**config.mk**
```make
export PLATFORM = sky130hd
export DESIGN_NAME = mem_arbiter
export DESIGN_NICKNAME = d
export VERILOG_FILES = /design/src/rtl/mem_arbiter.sv
export SDC_FILE = /design/constraint.sdc
export NUM_CORES = 1
export LEC_CHECK = 0
export CAP_MARGIN = 20
export CELL_PAD_IN_SITES_DETAIL_PLACEMENT = 1
export CELL_PAD_IN_SITES_GLOBAL_PLACEMENT = 2
export CORE_AREA = 8 8 322 324
export CTS_BUF_LIST = sky130_fd_sc_hd__clkbuf_8
export CTS_CLUSTER_SIZE = 25
export DETAILED_ROUTE_END_ITERATION = 7
export DIE_AREA = 0 0 330 332
export PLACE_DENSITY = 0.64
export SLEW_MARGIN = 5
export SYNTH_ARGS = -nofsm -noshare
export SYNTH_HDL_FRONTEND = slang
export SYNTH_SLANG_ARGS = --single-unit
```
**constraint.sdc**
```tcl
create_clock -name clk -period 3.5 [get_ports clk]
set_clock_uncertainty 0.15 [all_clocks]
set_input_delay 0.875 -clock clk [delete_from_list [all_inputs] [get_ports clk]]
set_output_delay 0.875 -clock clk [all_outputs]
set_load 0.005 [all_outputs]
```
**src/rtl/mem_arbiter.sv**
```systemverilog
// Serialises icache refills and dcache line accesses onto one memory port; MEM_ARBITER_STATS_EN adds grant/conflict counters.
// Latency: grant in IDLE, LATENCY BUSY cycles, one-cycle ack in RESP; next grant LATENCY+2 cycles after the previous one.
// Backpressure: each req is held until its ack; the losing port waits, and ties alternate so neither port starves.
module mem_arbiter #(
   parameter int WIDTH   = 128,
   parameter int ADDR    = 32,
   parameter int LATENCY = 4
) (
   input  logic             clk,
   input  logic             reset,
   input  logic             ic_req,
   input  logic [ADDR-1:0]  ic_addr,
   output logic             ic_ack,
   output logic [WIDTH-1:0] ic_rdata,
   input  logic             dc_req,
   input  logic             dc_write,
   input  logic [ADDR-1:0]  dc_addr,
   input  logic [WIDTH-1:0] dc_wdata,
   output logic             dc_ack,
   output logic [WIDTH-1:0] dc_rdata,
   output logic [ADDR-1:0]  mem_addr,
   output logic [WIDTH-1:0] mem_wdata,
   output logic             mem_memread,
   output logic             mem_memwrite,
   input  logic [WIDTH-1:0] mem_rdata,
   output logic [31:0]      stat_ic_grants,
   output logic [31:0]      stat_dc_grants,
   output logic [31:0]      stat_conflicts
);

   if (LATENCY < 1) begin : g_bad_latency
      $error("mem_arbiter: LATENCY must be at least 1");
   end

   localparam int CW = (LATENCY > 1) ? $clog2(LATENCY) : 1;

   typedef enum logic [1:0] {S_IDLE, S_BUSY, S_RESP} state_t;

   typedef struct packed {
      logic             write;
      logic [ADDR-1:0]  addr;
      logic [WIDTH-1:0] wdata;
   } acc_t;

   state_t        state, state_nxt;
   acc_t          acc;
   logic [CW-1:0] cnt;
   logic          owner;       // 0 = icache, 1 = dcache
   logic          last_grant;
   logic          grant_vld;
   logic          grant_dc;
   logic          busy_last;

   // Tie goes to the port that did not win last time.
   assign grant_vld = (state == S_IDLE) && (ic_req || dc_req);
   assign grant_dc  = dc_req && (!ic_req || !last_grant);
   assign busy_last = (state == S_BUSY) && (cnt == '0);

   always_ff @(posedge clk or negedge reset) begin
      if (!reset) state <= S_IDLE;
      else        state <= state_nxt;
   end

   always_comb begin
      state_nxt = state;
      case (state)
         S_IDLE:  if (grant_vld) state_nxt = S_BUSY;
         S_BUSY:  if (cnt == '0) state_nxt = S_RESP;
         S_RESP:  state_nxt = S_IDLE;
         default: state_nxt = S_IDLE;
      endcase
   end

   // Memory strobes decode from state so a mid-access reset kills them at once.
   always_comb begin
      mem_addr     = '0;
      mem_wdata    = '0;
      mem_memread  = 1'b0;
      mem_memwrite = 1'b0;
      if (state == S_BUSY) begin
         mem_addr     = acc.addr;
         mem_wdata    = acc.wdata;
         mem_memread  = !acc.write;
         mem_memwrite = acc.write && (cnt == '0);
      end
      ic_ack = (state == S_RESP) && !owner;
      dc_ack = (state == S_RESP) && owner;
   end

   always_ff @(posedge clk or negedge reset) begin
      if (!reset) begin
         acc        <= '0;
         cnt        <= '0;
         owner      <= 1'b0;
         last_grant <= 1'b0;
         ic_rdata   <= '0;
         dc_rdata   <= '0;
      end else begin
         if (grant_vld) begin
            owner      <= grant_dc;
            last_grant <= grant_dc;
            acc.write  <= grant_dc && dc_write;
            acc.addr   <= grant_dc ? dc_addr : ic_addr;
            acc.wdata  <= grant_dc ? dc_wdata : '0;
            cnt        <= CW'(LATENCY - 1);
         end else if ((state == S_BUSY) && (cnt != '0)) begin
            cnt <= cnt - CW'(1);
         end
         if (busy_last && !acc.write) begin
            if (owner) dc_rdata <= mem_rdata;
            else       ic_rdata <= mem_rdata;
         end
      end
   end

`ifdef MEM_ARBITER_STATS_EN
   logic conflict_inc;

   // Only an access in flight has an owner, so IDLE never counts as a conflict.
   assign conflict_inc = ((state == S_BUSY) || (state == S_RESP)) &&
                         ((ic_req && owner) || (dc_req && !owner));

   always_ff @(posedge clk or negedge reset) begin
      if (!reset) begin
         stat_ic_grants <= '0;
         stat_dc_grants <= '0;
         stat_conflicts <= '0;
      end else begin
         if (grant_vld && !grant_dc) stat_ic_grants <= stat_ic_grants + 32'd1;
         if (grant_vld && grant_dc)  stat_dc_grants <= stat_dc_grants + 32'd1;
         if (conflict_inc)           stat_conflicts <= stat_conflicts + 32'd1;
      end
   end
`else
   assign stat_ic_grants = '0;
   assign stat_dc_grants = '0;
   assign stat_conflicts = '0;
`endif

endmodule

```
==> results.md <==
* Initial DRT Pass Iterations at 4
* Max Fclk at ~300 MHz
* Grt met2 use at a little over a fifth
* Setup ws final at around 0.13 ns
* Synth cell types at 26
* Cell taking the most area after synthesis: dfrtp_1
* Largest family of logic cells by synthesized area: multiplexers
* WL final at between 70000 and 80000 um
* Pins Over Slew Limit at 0
* Cells on worst reg2reg path at 5
* Hold_ws at between 0.09 and 0.1 ns
* Max_slew headroom at 40.9%
* Most frequent cells in the layout: 675 x clkdlybuf4s50_1, 420 x dfrtp_1, 320 x mux2_2
* Place WS at approximately 0.52 ns
* Post-Synthesis Cells at between 1000 and 1500
* CTS Buf Count at between 70 and 80
* Deepest clock path buffer count at 3
* Via-to-Cell Ratio at roughly 3.8
* Fill count at between 10000 and 15000
* Storage cell area at roughly 11000 um2
* Critical Path AT at 2.34 ns
* Initial antenna violation count at 18
* Nets at 2345
* Total power at about 24 mW
* Commonest non-fill, non-tap cell in the layout: clkdlybuf4s50_1
* Layout cells sized above 1 at between 20% and 30%
* Initial drt markers at around 450
* Ys flop type: dfrtp_1
* Slew of the pin with the lowest slew margin at around 0.9 ns
* Final hold viol count at 0
* Die Ht at 332 um
* Multi-input gate area at between 6000 and 7000 um2
* Layout Cells excl Fill at about 3400
* XOR/XNOR Fraction of Synth Area at 0%
* All-layer global routing usage at between 10 and 15%
* Cell row count at between 100 and 150
* Clock slew at reported path FFs at about 0.05 ns
* Global placer's final weighted congestion at ~0.77
* Crit Reg-Reg Endpoint: ic_rdata[18]
* WS Path Type: flip-flop to output port
* Starting Density at between 10% and 20%
* Sequential share of the synthesized area at around three fifths
* Peak VDD IR at between 0.3 and 0.4 mV
* Post-Synth Simple-Gate Area at under 10%
* Post-route setup TNS at 0 ns
* Avg WL per Cell at 21.6 um
* Die area at between 100000 and 150000 um2
* FF-to-FF Start: state[1]
* Post-CTS Hold Buffers at 0
* Area delta synth->final at 59.1%
* Total number of vias at between 10000 and 15000
* Part of the cycle the worst path needs at between 90 and 100%
* Mux share of post-synthesis cell area at around a fifth
* Core area at 99000 um2
* Sink Count at 422
* DP Cell Count at approximately 3200
* First-pass GRT wire length at 104000 um
* DRC errors left at 0
* GR Overflow Total at 0
* Flop and latch count out of synthesis at 422
* Critical path endpoint category: output port
* Adder-cell share of the synthesized area at less than 1%
* Status: completed
* IO Pins at 841
* Power Dens Cells at 857 nW/um2
* Vias in the first global route at 14957
* Global Route met3 Usage at under 10%
* R2r setup slk at 0.83 ns
* Synth Area per Inst at approximately 14 um2
* CTS tree: built
* Die width at between 300 and 400 um
* # port buffers at 744
* Layer with the highest usage: met2
* Hold crit path type: input port to asynchronous set/reset pin
* Max cap viols at 0
* Yosys warns at 0
* CTS H-Tree Depth at 3
* Synth top area cells: dfrtp_1 60%, mux2_2 20%, a22o_1 6.4%
* Synth top area share at approximately three fifths
* Crit path launch type: flip-flop
* Worst-Skew Late Latency at 0.66 ns
* Largest net degree at the start of global routing at 88
* Met1 Use GR at between 10% and 20%
* FFs w/ async S/R, synth at 100%
* Post-DP HPWL at about 55000 um
* Final Setup Violations at 0
* Synth Area in Compound Gates at 6.65%
* Final antenna-violating net count at 0
* Clock Tree Root: clkbuf_8
* Tmin final at approximately 3.4 ns
* EDFF count, synth at 0
* Lkg Pwr at 12.2 nW
* Synthesized cell area at 17700 um2
* Req. time, crit path at between 2 and 2.5 ns
* Worst Path Max Fanout at 24
cell usage after synthesis, types with 2 or more instances:
cell	n
clkbuf_1	37
nor2_1	2
dfrtp_1	422
buf_2	20
a22o_1	129
inv_1	2
buf_4	99
o21ai_0	4
mux2_2	320
and2_1	161
buf_6	22
layer usage:
layer  up-vias  part of all wire [%]
met5         -                 0.057
li1       5724                     -
met2       573                    50
met4         6                   2.6
met1      6530                    37
met3       111                    10
timing repair:
action                                  4_1_cts  5_1_grt
endpoints found under the setup margin      161       48
resized for setup                            77        0
cloned                                        2        3
setup buffers                                 2        3
flip-flops by register name, summed over array words and instances, names as in the netlist:
| signal | count |
|---|---|
| last_grant | 1 |
| dc_rdata | 128 |
| state | 2 |
| ic_rdata | 128 |
| cnt | 2 |
| acc | 161 |
kinds of logic after synthesis:
logic type               count (synthesis)
AO/OA/AOI/OAI                          136
adder cells (fa/ha/maj)                  1
other                                    1
buffers and inverters                  180
flip-flops                             422
multiplexers                           320
AND/OR/NAND/NOR                        173
how the worst max path moves through the flow:
stage                         from  depth (start not counted)       endpoint
after floorplan             dc_req                          5       acc[129]
after global placement      ic_req                          5       acc[133]
after detailed placement    ic_req                          5       acc[146]
after CTS                 state[1]                          5  mem_wdata[15]
after global routing      state[1]                          5  mem_wdata[15]
final                     state[1]                          5  mem_wdata[15]
layout make-up:
class                           instances  share of cell area (%)
Antenna cell                           10                  0.0889
Clock buffer                          101                    4.94
Clock inverter                         40                   0.854
Inverter                                2                  0.0267
Multi-Input combinational cell        726                    22.3
Sequential cell                       422                    37.5
Tap cell                             1298                    5.77
Timing Repair Buffer                  788                    28.4
through the flow:
step,area [um2],util (%)
final,28100,28.4
after global placement,26400,26.6
after floorplan,18000,-
after CTS,28000,28.3
after global routing,28100,28.4
after detailed placement,26400,26.6
power breakdown:
| group | leakage (nW) | total, mW | internal, mW | switching (mW) |
|---|---|---|---|---|
| logic | 6.06 | 10.8 | 6.69 | 4.13 |
| registers | 5.16 | 8.41 | 7.16 | 1.24 |
| clock network | 0.939 | 4.89 | 2.69 | 2.21 |
| total | 12.2 | 24.1 | 16.5 | 7.58 |
worst max-delay path, cell delays in order, from the launching register on:
cell and delay, ns:
dfrtp_2 0.45, nor2b_4 0.14, buf_12 0.18, buf_16 0.18
and2_1 0.19, clkdlybuf4s50_1 0.52
No activity file was read; power rests on OpenSTA's default activity.
